### src/rtl/dsp_sched_pkg.sv
// Shared types and helpers for the DSP time-sharing scheduler.
package dsp_sched_pkg;

  typedef enum logic [1:0] {
    IDLE  = 2'd0,
    ISSUE = 2'd1,
    WAIT  = 2'd2,
    RESP  = 2'd3
  } state_e;

  localparam logic [1:0] MODE_HALF    = 2'd0;
  localparam logic [1:0] MODE_MIXED   = 2'd1;
  localparam logic [1:0] MODE_FULL    = 2'd2;
  localparam logic [1:0] MODE_ILLEGAL = 2'd3;

  localparam int unsigned OCC_MAX = 4;

  // Cycles the DSP is busy for a given mode.
  function automatic logic [2:0] occ_cycles(input logic [1:0] mode);
    case (mode)
      MODE_HALF:  return 3'd1;
      MODE_MIXED: return 3'd2;
      default:    return 3'd4;
    endcase
  endfunction

endpackage

### src/rtl/rr_pick.sv
// Round-robin picker: first eligible requester after 'last', wrapping.
module rr_pick #(
  parameter int unsigned N_REQ = 4,
  parameter int unsigned IW    = $clog2(N_REQ)
) (
  input  logic [N_REQ-1:0] eligible,
  input  logic [IW-1:0]    last,
  output logic [N_REQ-1:0] grant_c,
  output logic [IW-1:0]    idx_c,
  output logic             any_c
);

  always_comb begin
    grant_c = '0;
    idx_c   = '0;
    any_c   = 1'b0;
    for (int unsigned i = 1; i <= N_REQ; i++) begin
      if (!any_c && eligible[IW'((32'(last) + i) % N_REQ)]) begin
        grant_c[IW'((32'(last) + i) % N_REQ)] = 1'b1;
        idx_c = IW'((32'(last) + i) % N_REQ);
        any_c = 1'b1;
      end
    end
  end

endmodule

### src/rtl/dsp_share_sched.sv
// Time-shares one DSP among N_REQ requesters; one op in flight, MAC chains locked to one owner.
module dsp_share_sched
  import dsp_sched_pkg::*;
#(
  parameter int unsigned WIDTH      = 32,
  parameter int unsigned SHIFT_BITS = 2,
  parameter int unsigned N_REQ      = 4,
  parameter int unsigned PIPE_LAT   = 1
) (
  input  logic                          clk,
  input  logic                          rst,
  input  logic [N_REQ-1:0]              req_valid,
  output logic [N_REQ-1:0]              req_ready,
  input  logic [2*N_REQ-1:0]            req_mode,
  input  logic [N_REQ-1:0]              req_mac,
  input  logic [SHIFT_BITS*N_REQ-1:0]   req_shift_amount,
  input  logic [N_REQ-1:0]              req_shift_dir,
  input  logic [WIDTH*N_REQ-1:0]        req_aa,
  input  logic [WIDTH*N_REQ-1:0]        req_bb,
  input  logic [2*WIDTH*N_REQ-1:0]      req_cc,
  output logic                          resp_valid,
  input  logic                          resp_ready,
  output logic [$clog2(N_REQ)-1:0]      resp_id,
  output logic [2*WIDTH-1:0]            resp_data,
  output logic                          resp_err,
  output logic                          dsp_start,
  output logic                          dsp_mac,
  output logic                          dsp_shift_dir,
  output logic [1:0]                    dsp_mode,
  output logic [SHIFT_BITS-1:0]         dsp_shift_amount,
  output logic [WIDTH-1:0]              dsp_aa,
  output logic [WIDTH-1:0]              dsp_bb,
  output logic [2*WIDTH-1:0]            dsp_cc,
  input  logic [2*WIDTH-1:0]            dsp_out
);

  localparam int unsigned IW = $clog2(N_REQ);
  localparam int unsigned CW = $clog2(OCC_MAX + PIPE_LAT + 1);

  state_e                  state_q, state_d;
  logic [CW-1:0]           cnt_q, cnt_d;
  logic [IW-1:0]           last_q, last_d, lock_id_q, lock_id_d, resp_id_q, resp_id_d;
  logic                    locked_q, locked_d;
  logic                    resp_valid_q, resp_valid_d, resp_err_q, resp_err_d;
  logic [2*WIDTH-1:0]      resp_data_q, resp_data_d;
  logic                    dsp_start_q, dsp_start_d, dsp_mac_q, dsp_mac_d;
  logic                    dsp_shift_dir_q, dsp_shift_dir_d;
  logic [1:0]              dsp_mode_q, dsp_mode_d;
  logic [SHIFT_BITS-1:0]   dsp_shift_amount_q, dsp_shift_amount_d;
  logic [WIDTH-1:0]        dsp_aa_q, dsp_aa_d, dsp_bb_q, dsp_bb_d;
  logic [2*WIDTH-1:0]      dsp_cc_q, dsp_cc_d;

  logic [N_REQ-1:0]        lock_mask_c, elig_c, grant_c;
  logic [IW-1:0]           gidx_c;
  logic                    any_c;
  logic [1:0]              sel_mode_c;
  logic                    sel_mac_c, sel_shift_dir_c;
  logic [SHIFT_BITS-1:0]   sel_shift_amount_c;
  logic [WIDTH-1:0]        sel_aa_c, sel_bb_c;
  logic [2*WIDTH-1:0]      sel_cc_c;
  logic [CW-1:0]           tgt_c;

  // While locked, only the MAC chain owner may be granted.
  always_comb begin
    lock_mask_c            = '0;
    lock_mask_c[lock_id_q] = 1'b1;
    elig_c = locked_q ? (req_valid & lock_mask_c) : req_valid;
  end

  rr_pick #(.N_REQ(N_REQ), .IW(IW)) u_rr_pick (
    .eligible (elig_c),
    .last     (last_q),
    .grant_c  (grant_c),
    .idx_c    (gidx_c),
    .any_c    (any_c)
  );

  always_comb begin
    sel_mode_c         = '0;
    sel_mac_c          = 1'b0;
    sel_shift_dir_c    = 1'b0;
    sel_shift_amount_c = '0;
    sel_aa_c           = '0;
    sel_bb_c           = '0;
    sel_cc_c           = '0;
    for (int unsigned i = 0; i < N_REQ; i++) begin
      if (grant_c[i]) begin
        sel_mode_c         = req_mode[2*i +: 2];
        sel_mac_c          = req_mac[i];
        sel_shift_dir_c    = req_shift_dir[i];
        sel_shift_amount_c = req_shift_amount[SHIFT_BITS*i +: SHIFT_BITS];
        sel_aa_c           = req_aa[WIDTH*i +: WIDTH];
        sel_bb_c           = req_bb[WIDTH*i +: WIDTH];
        sel_cc_c           = req_cc[2*WIDTH*i +: 2*WIDTH];
      end
    end
  end

  // Last cycle of the ISSUE/WAIT window, counting ISSUE as cycle 0.
  assign tgt_c = CW'(32'(occ_cycles(dsp_mode_q)) + PIPE_LAT - 32'd1);

  always_comb begin
    state_d            = state_q;
    cnt_d              = cnt_q;
    last_d             = last_q;
    lock_id_d          = lock_id_q;
    locked_d           = locked_q;
    resp_id_d          = resp_id_q;
    resp_valid_d       = resp_valid_q;
    resp_err_d         = resp_err_q;
    resp_data_d        = resp_data_q;
    dsp_start_d        = 1'b0;
    dsp_mac_d          = dsp_mac_q;
    dsp_shift_dir_d    = dsp_shift_dir_q;
    dsp_mode_d         = dsp_mode_q;
    dsp_shift_amount_d = dsp_shift_amount_q;
    dsp_aa_d           = dsp_aa_q;
    dsp_bb_d           = dsp_bb_q;
    dsp_cc_d           = dsp_cc_q;
    req_ready          = '0;

    case (state_q)
      IDLE: begin
        if (any_c) begin
          req_ready = grant_c;
          last_d    = gidx_c;
          resp_id_d = gidx_c;
          if (!sel_mac_c && locked_q && (gidx_c == lock_id_q)) locked_d = 1'b0;
          if (sel_mode_c == MODE_ILLEGAL) begin
            resp_err_d   = 1'b1;
            resp_data_d  = '0;
            resp_valid_d = 1'b1;
            state_d      = RESP;
          end else begin
            if (sel_mac_c) begin
              locked_d  = 1'b1;
              lock_id_d = gidx_c;
            end
            resp_err_d         = 1'b0;
            dsp_start_d        = 1'b1;
            dsp_mode_d         = sel_mode_c;
            dsp_mac_d          = sel_mac_c;
            dsp_shift_dir_d    = sel_shift_dir_c;
            dsp_shift_amount_d = sel_shift_amount_c;
            dsp_aa_d           = sel_aa_c;
            dsp_bb_d           = sel_bb_c;
            dsp_cc_d           = sel_cc_c;
            cnt_d              = '0;
            state_d            = ISSUE;
          end
        end
      end
      ISSUE, WAIT: begin
        if (cnt_q == tgt_c) begin
          resp_data_d  = dsp_out;
          resp_valid_d = 1'b1;
          state_d      = RESP;
        end else begin
          cnt_d   = cnt_q + CW'(1);
          state_d = WAIT;
        end
      end
      RESP: begin
        if (resp_ready) begin
          resp_valid_d = 1'b0;
          state_d      = IDLE;
        end
      end
      default: state_d = IDLE;
    endcase
  end

  always_ff @(posedge clk) begin
    if (rst) begin
      state_q            <= IDLE;
      cnt_q              <= '0;
      last_q             <= IW'(N_REQ - 1);
      lock_id_q          <= '0;
      locked_q           <= 1'b0;
      resp_id_q          <= '0;
      resp_valid_q       <= 1'b0;
      resp_err_q         <= 1'b0;
      resp_data_q        <= '0;
      dsp_start_q        <= 1'b0;
      dsp_mac_q          <= 1'b0;
      dsp_shift_dir_q    <= 1'b0;
      dsp_mode_q         <= '0;
      dsp_shift_amount_q <= '0;
      dsp_aa_q           <= '0;
      dsp_bb_q           <= '0;
      dsp_cc_q           <= '0;
    end else begin
      state_q            <= state_d;
      cnt_q              <= cnt_d;
      last_q             <= last_d;
      lock_id_q          <= lock_id_d;
      locked_q           <= locked_d;
      resp_id_q          <= resp_id_d;
      resp_valid_q       <= resp_valid_d;
      resp_err_q         <= resp_err_d;
      resp_data_q        <= resp_data_d;
      dsp_start_q        <= dsp_start_d;
      dsp_mac_q          <= dsp_mac_d;
      dsp_shift_dir_q    <= dsp_shift_dir_d;
      dsp_mode_q         <= dsp_mode_d;
      dsp_shift_amount_q <= dsp_shift_amount_d;
      dsp_aa_q           <= dsp_aa_d;
      dsp_bb_q           <= dsp_bb_d;
      dsp_cc_q           <= dsp_cc_d;
    end
  end

  assign resp_valid       = resp_valid_q;
  assign resp_id          = resp_id_q;
  assign resp_data        = resp_data_q;
  assign resp_err         = resp_err_q;
  assign dsp_start        = dsp_start_q;
  assign dsp_mac          = dsp_mac_q;
  assign dsp_shift_dir    = dsp_shift_dir_q;
  assign dsp_mode         = dsp_mode_q;
  assign dsp_shift_amount = dsp_shift_amount_q;
  assign dsp_aa           = dsp_aa_q;
  assign dsp_bb           = dsp_bb_q;
  assign dsp_cc           = dsp_cc_q;

endmodule
### config.mk
export PLATFORM = sky130hd
export DESIGN_NAME = dsp_share_sched
export DESIGN_NICKNAME = d
export VERILOG_FILES = /design/src/rtl/dsp_sched_pkg.sv /design/src/rtl/rr_pick.sv /design/src/rtl/dsp_share_sched.sv
export SDC_FILE = /design/constraint.sdc
export NUM_CORES = 1
export LEC_CHECK = 0
export CAP_MARGIN = 15
export CORE_AREA = 10 10 304 306
export CTS_BUF_LIST = sky130_fd_sc_hd__clkbuf_16
export DETAILED_ROUTE_END_ITERATION = 7
export DIE_AREA = 0 0 314 316
export GPL_TIMING_DRIVEN = 1
export SYNTH_ARGS = -nofsm -noshare
export SYNTH_HDL_FRONTEND = slang
export SYNTH_SLANG_ARGS = --single-unit
### constraint.sdc
create_clock -name clk -period 11 [get_ports clk]
set_clock_uncertainty 0.05 [all_clocks]
set_input_delay 2.2 -clock clk [delete_from_list [all_inputs] [get_ports clk]]
set_output_delay 2.2 -clock clk [all_outputs]
set_load 0.05 [all_outputs]
==> impl_metrics.yaml, run 1 <==
run_status:
  run_status: "finished clean"
worst_setup_path:
  critPathRequiredTime_ns: 8.75
  max_fo_critical_path: 61
  path_class: "primary input to output port"
  worst_r2r_startpoint: "last_q[0]$_SDFFE_PP1P_"
  worst_setup_path_startpoint: "req_valid[0]"
  critical_path_capture_point_type: "output port"
  setup.worst_path.start_class: "primary input"
  timing.critical_path.arrival_ns: 5.83
die:
  die_y_um: 316
  die_x_um: 314
  placementRows: 108
  die-area_um2: 99200
  io_pins: 814
  fp.coreArea_um2: 86200
  start_util_pct: 16.2
drt:
  drt_wirelength_mm: 76.8
  wl_per_cell_um: 21.7
  routed-via-count: 15700
  drt_iter0_markers: 890
  drt-pass1-iter-count: 5
  final_antenna_net_count: 0
  drc_errors: 0
  routed_via_density: 4.44
timing:
  max_clock_freq_mhz: 124
  slew_violations: 0
  setup_total_negative_slack_ns: 0
  timing_worst_slew_pin_value_ns: 1.08
  finalHoldViolCount: 0
  fin_crit_sh_pct: 73.5
  grt_setup_unrepaired: "no"
  fin_crit_ns: 8.08
  finalSetupViolCount: 0
  timing.slew.headroom_pct: 28.0
  worst_hold_slack_ns: 0.403
clock_network:
  hold_buffers: 0
  cts.path.max_buffers: 3
  numClockSinks: 213
  cts_root_buffer: "sky130_fd_sc_hd__clkbuf_16"
  cts.repair.resized: 0
  cts_clk_pin_slew_worst_paths_ns: 0.05
  cts_post_setup_buffers_inserted: 0
  tritoncts: "yes"
  cts.htree.levels: 1
  clock_insertion_delay_worst_skew_ns: 0.59
  cts-buffers-inserted: 29
synth:
  synth.mux.area_fraction_pct: 15.2
  post_synthesis_sequential_area_ratio_pct: 30.5
  syn_area_per_cell_um2: 8.32
  synthCells: 1682
  synth_adder_area_share_pct: 0.894
  synth-compound-area-share_pct: 25.7
  synth.ff_latch_count: 213
  yosys.area.top_type: "sky130_fd_sc_hd__dfxtp_1"
  netlist_area_um2: 14000
  synth_xor_xnor_area_share_pct: 0
  yosysTopAreaCellShare_pct: 30.5
  edff_count_synth: 0
  synth.distinct_cells: 64
  count_of_warnings_emitted_by_yosys: 0
  synth_top_family_by_area: "compound AO/OA/AOI/OAI gates"
  synth_ff_type: "sky130_fd_sc_hd__dfxtp_1"
  async_flop_share_pct: 0
  synthSimpleGateAreaFrac_pct: 21.9
  synth.top_cells.by_area: "sky130_fd_sc_hd__dfxtp_1 (30%), sky130_fd_sc_hd__a21o_1 (11%), sky130_fd_sc_hd__mux2i_1 (11%)"
  synth.net_count: 2299
global_routing:
  wire_length_of_the_first_global_routing_pass_mm: 108
  groute.usage.overall_pct: 14.2
  grt_max_degree: 135
  overflow: 0
  first_global_vias: 15900
  initial_antenna_violation_count: 8
placed_design:
  globalplace.congestion: 0.846
  detailed_place_hpwl_mm: 57.8
  port_buffers: 813
cells_and_area:
  commonest_cells_after_routing_fill_and_taps_aside: "sky130_fd_sc_hd__clkdlybuf4s50_1 (812), sky130_fd_sc_hd__nand2_1 (289), sky130_fd_sc_hd__dfxtp_1 (213), sky130_fd_sc_hd__a21o_1 (207), sky130_fd_sc_hd__mux2i_1 (149)"
  final_layout_size_suffix_gt1_share_pct: 5.58
  area_delta_synth_final_pct: 71.4
  layout.nets: 2980
  most_common_cell_after_layout_fill_and_taps_aside: "sky130_fd_sc_hd__clkdlybuf4s50_1"
  fillCellCount: 9423
  postLayoutCoreUtil_pct: 27.8
pwr:
  power.static_leakage_nw: 9.18
  peakVddDrop_uv: 296
  totalPowerFinal_w: 0.00774
  pwr_density_cell_nw_per_um2: 323
hold_path:
  hp-start: "dsp_cc[41]$_SDFFE_PP0P_"
  worst_hold_path_type: "register to register"
job:
  max-cap-violations: 0
-- critical path, cell delays in order --
cell	delay (ns)
sky130_fd_sc_hd__clkdlybuf4s50_1	0.54
sky130_fd_sc_hd__or4b_1	0.50
sky130_fd_sc_hd__o2111a_1	0.22
sky130_fd_sc_hd__a211oi_2	0.40
sky130_fd_sc_hd__a22o_1	0.26
sky130_fd_sc_hd__or3_4	0.65
sky130_fd_sc_hd__and2_1	0.23
sky130_fd_sc_hd__clkdlybuf4s50_1	0.81
-- final timing paths --
kind,to,slack (ns),cells after the start
max,req_ready[1],2.92,8
min,dsp_cc[41]$_SDFFE_PP0P_,0.40,2
max reg2reg,dsp_cc[12]$_SDFFE_PP0P_,5.02,14
min reg2reg,dsp_cc[41]$_SDFFE_PP0P_,0.40,2
-- Yosys cell counts, drive strengths merged, types with 4 or more instances --
cell	n
a22o	5
nor2	16
clkbuf	132
o21ai	10
o221ai	132
nor2b	57
nand2	289
o211a	5
o211ai	5
nand3	73
a21o	207
a221oi	5
nor3b	132
mux2i	149
buf	52
inv	11
a221o	4
mux2	55
o31ai	5
dfxtp	213
ha	10
a21oi	66
-- metal layers --
| metal | routed length [µm] | vias to the layer above | track usage [%] |
|---|---|---|---|
| met5 | 15 | - | 0 |
| met4 | 2000 | 4 | 4.31 |
| met3 | 5980 | 84 | 4.20 |
| met2 | 37900 | 622 | 25.2 |
| met1 | 30800 | 7498 | 16.2 |
| li1 | - | 7521 | - |
-- registers in the layout, summed over array words and instances, names as in the netlist --
name / cells
cnt_q: 3
dsp_aa: 32
dsp_bb: 32
dsp_cc: 64
dsp_mac: 1
dsp_mode: 2
dsp_shift_amount: 2
dsp_shift_dir: 1
dsp_start: 1
last_q: 2
lock_id_q: 2
locked_q: 1
resp_data: 64
resp_err: 1
resp_id: 2
resp_valid: 1
state_q: 2
-- layout make-up --
cell class / count / area (µm²) / share of cell area (%)
Sequential cell: 213 / 4260 / 17.8
Tap cell: 1155 / 1450 / 6.02
Antenna cell: 4 / 10.0 / 0.0417
Clock inverter: 23 / 160 / 0.668
Clock buffer: 29 / 726 / 3.03
Multi-Input combinational cell: 1274 / 8990 / 37.5
Inverter: 11 / 46.3 / 0.193
Timing Repair Buffer: 834 / 8350 / 34.8
-- power breakdown --
part           internal, W  switching (W)
clock             0.000521       0.000390
sequential        0.000980       0.000116
combinational      0.00226        0.00348
-- logic make-up (layout without fill, tap and decap cells) --
kind of cell,Yosys count,in the layout
AO/OA/AOI/OAI,466,466
adder cells (fa/ha/maj),10,10
buffers and inverters,195,897
flip-flops,213,213
multiplexers,204,204
other,0,4
AND/OR/NAND/NOR,594,594
-- through the flow --
step                      setup WS [ns]  cell area [µm²]  instances
after CTS                          2.90            24000       3539
after floorplan                    3.96            14000       1682
after global placement             2.95            23100       3487
after global routing               2.75            24000       3542
final                              2.92            24000       3543
after detailed placement           2.90            23100       3487
No activity file was read; power rests on OpenSTA's default activity.
==> inputs of run 2 (changes only) <==
--- a/config.mk
+++ b/config.mk
@@ -6,10 +6,10 @@
 export NUM_CORES = 1
 export LEC_CHECK = 0
 export CAP_MARGIN = 15
-export CORE_AREA = 10 10 304 306
+export CORE_AREA = 10 10 305 307
 export CTS_BUF_LIST = sky130_fd_sc_hd__clkbuf_16
 export DETAILED_ROUTE_END_ITERATION = 7
-export DIE_AREA = 0 0 314 316
+export DIE_AREA = 0 0 315 317
 export GPL_TIMING_DRIVEN = 1
 export SYNTH_ARGS = -nofsm -noshare
 export SYNTH_HDL_FRONTEND = slang
==> constraint.sdc (replaced) <==
create_clock -name clk -period 7.33 [get_ports clk]
set_clock_uncertainty 0.05 [all_clocks]
set_input_delay 1.466 -clock clk [delete_from_list [all_inputs] [get_ports clk]]
set_output_delay 1.466 -clock clk [all_outputs]
set_load 0.05 [all_outputs]
==> impl_metrics.yaml, run 2 (same netlist as run 1, synthesis figures left out) <==
timing:
  setup_total_negative_slack_ns: 0
  finalHoldViolCount: 0
  fin_crit_ns: 6.33
  timing.slew.headroom_pct: 23.2
  timing_worst_slew_pin_value_ns: 1.15
  finalSetupViolCount: 0
  max_clock_freq_mhz: 158
  worst_hold_slack_ns: 0.403
  fin_crit_sh_pct: 86.4
  slew_violations: 0
  grt_setup_unrepaired: "no"
worst_setup_path:
  worst_r2r_endpoint: "resp_data[41]$_SDFFE_PP0P_"
  timing.critical_path.arrival_ns: 4.82
  reg2regPathDepth: 13
  critical_path.slowest_cell: "sky130_fd_sc_hd__clkdlybuf4s50_1"
  critical-path-max-stage-delay_ns: 0.88
  worst_r2r_startpoint: "last_q[0]$_SDFFE_PP1P_"
  critical_path_capture_point_type: "output port"
  setup.reg_to_reg.worst_slack_ns: 2.15
  critical_path.cell_chain: "clkdlybuf4s50_1 -> or4b_1 -> o211a_2 -> or3_4 -> a21oi_2 -> a221oi_4 -> nor2_1 -> clkdlybuf4s50_1"
  crit_top_cell: "sky130_fd_sc_hd__clkdlybuf4s50_1"
  max_fo_critical_path: 6
  setup.worst_path.start_class: "primary input"
  path_class: "primary input to output port"
  critPathRequiredTime_ns: 5.81
global_routing:
  wire_length_of_the_first_global_routing_pass_mm: 108
  first_global_vias: 15700
  overflow: 0
  initial_antenna_violation_count: 6
  groute.usage.overall_pct: 14.0
  grt_max_degree: 166
cells_and_area:
  final_non_filler_cell_total: 3536
  area_delta_synth_final_pct: 71.3
  commonest_cells_after_routing_fill_and_taps_aside: "sky130_fd_sc_hd__clkdlybuf4s50_1 (812), sky130_fd_sc_hd__nand2_1 (289), sky130_fd_sc_hd__dfxtp_1 (213), sky130_fd_sc_hd__a21o_1 (207), sky130_fd_sc_hd__mux2i_1 (149)"
  layout.nets: 2978
  most_common_cell_after_layout_fill_and_taps_aside: "sky130_fd_sc_hd__clkdlybuf4s50_1"
  final_layout_size_suffix_gt1_share_pct: 5.42
  fillCellCount: 9346
hold_path:
  hold_path_end: "resp_data[59]$_SDFFE_PP0P_"
  hp-start: "resp_data[59]$_SDFFE_PP0P_"
  worst_hold_path_type: "register to register"
  min_delay_path_depth: 2
drt:
  wl_per_cell_um: 21.5
  drt-pass1-iter-count: 5
  drt_wirelength_mm: 75.9
  routed_via_density: 4.44
  final_antenna_net_count: 0
  drc_errors: 0
  routed-via-count: 15700
  drt_iter0_markers: 830
clock_network:
  cts-buffers-inserted: 28
  cts.repair.resized: 0
  cts_root_buffer: "sky130_fd_sc_hd__clkbuf_16"
  cts.path.max_buffers: 3
  clock_insertion_delay_worst_skew_ns: 0.58
  cts_clk_pin_slew_worst_paths_ns: 0.05
  cts.htree.levels: 1
  tritoncts: "yes"
  numClockSinks: 213
  hold_buffers: 0
  cts_post_setup_buffers_inserted: 0
placed_design:
  detailed_place_hpwl_mm: 56.6
  port_buffers: 813
  globalplace.congestion: 0.846
  placedCellCount: 3486
die:
  die_x_um: 315
  start_util_pct: 16.2
  placementRows: 108
  die_y_um: 317
  die-area_um2: 99900
  io_pins: 814
  fp.coreArea_um2: 86600
run_status:
  run_status: "finished clean"
pwr:
  pwr_density_cell_nw_per_um2: 480
  power.static_leakage_nw: 9.16
  peakVddDrop_uv: 650
job:
  max-cap-violations: 0
[run 2: cell types whose count changed in the layout (fill, tap and decap cells not counted)]
cell	previous run	this run
sky130_fd_sc_hd__clkinv_2	4	2
sky130_fd_sc_hd__buf_4	17	11
sky130_fd_sc_hd__clkbuf_16	29	28
sky130_fd_sc_hd__clkinv_1	11	9
sky130_fd_sc_hd__clkinv_4	0	1
sky130_fd_sc_hd__buf_12	4	9
sky130_fd_sc_hd__clkinv_8	0	1
sky130_fd_sc_hd__inv_1	15	16
sky130_fd_sc_hd__inv_16	1	0
sky130_fd_sc_hd__bufinv_16	2	1
sky130_fd_sc_hd__diode_2	4	2
[run 2: area by class of cell]
class                      count  area, µm²  area share (%)
antenna                        2       5.00          0.0209
clock buffer                  28        701            2.92
clock inverter                20        121           0.506
inverter                      11       46.3           0.193
multi-input combinational   1274       8990            37.5
sequential                   213       4260            17.8
tap                         1155       1450            6.03
timing repair buffer         833       8400            35.0
[run 2: power breakdown]
part	switching (W)	total, W	internal (W)
logic	0.00517	0.00859	0.00343
registers	0.000172	0.00164	0.00147
clock network	0.000563	0.00128	0.000718
total	0.00590	0.0115	0.00562
[run 2: worst max-delay path by stage]
stage | from | end | slack [ns] | cells after the start
6_report | req_valid[0] | req_ready[3] | 1.0 | 8
5_1_grt | req_valid[0] | req_ready[3] | 0.79 | 8
2_1_floorplan | req_valid[0] | req_ready[1] | 1.76 | 10
3_3_place_gp | req_valid[0] | req_ready[3] | 0.91 | 8
4_1_cts | req_valid[0] | req_ready[3] | 0.91 | 8
3_5_place_dp | req_valid[0] | req_ready[3] | 0.93 | 8
[run 2: critical path: cells and delay by family]
kind / cells / cell delay, ns
and+or+nand+nor: 3 / 1.14
buffers and inverters: 2 / 1.40
AOI/OAI and AO/OA: 3 / 0.80
[run 2: routing by layer]
metal  vias up  global-route usage [%]  share of wire [%]
met5         -                       0              0.045
met3        80                    4.49                9.2
met1      7488                    16.4                 40
li1       7514                       -                  -
met4         6                    3.44                2.2
met2       613                    24.3                 48
[run 2: through the flow]
stage | cell area [µm²] | power, W | worst slack (ns) | util (%)
after global placement | 23100 | 0.0103 | 0.911 | 26.7
final | 24000 | 0.0115 | 0.996 | 27.7
after CTS | 24000 | 0.0117 | 0.908 | 27.7
after floorplan | 14000 | 0.00771 | 1.76 | -
after global routing | 24000 | 0.0123 | 0.790 | 27.7
after detailed placement | 23100 | 0.0103 | 0.930 | 26.7
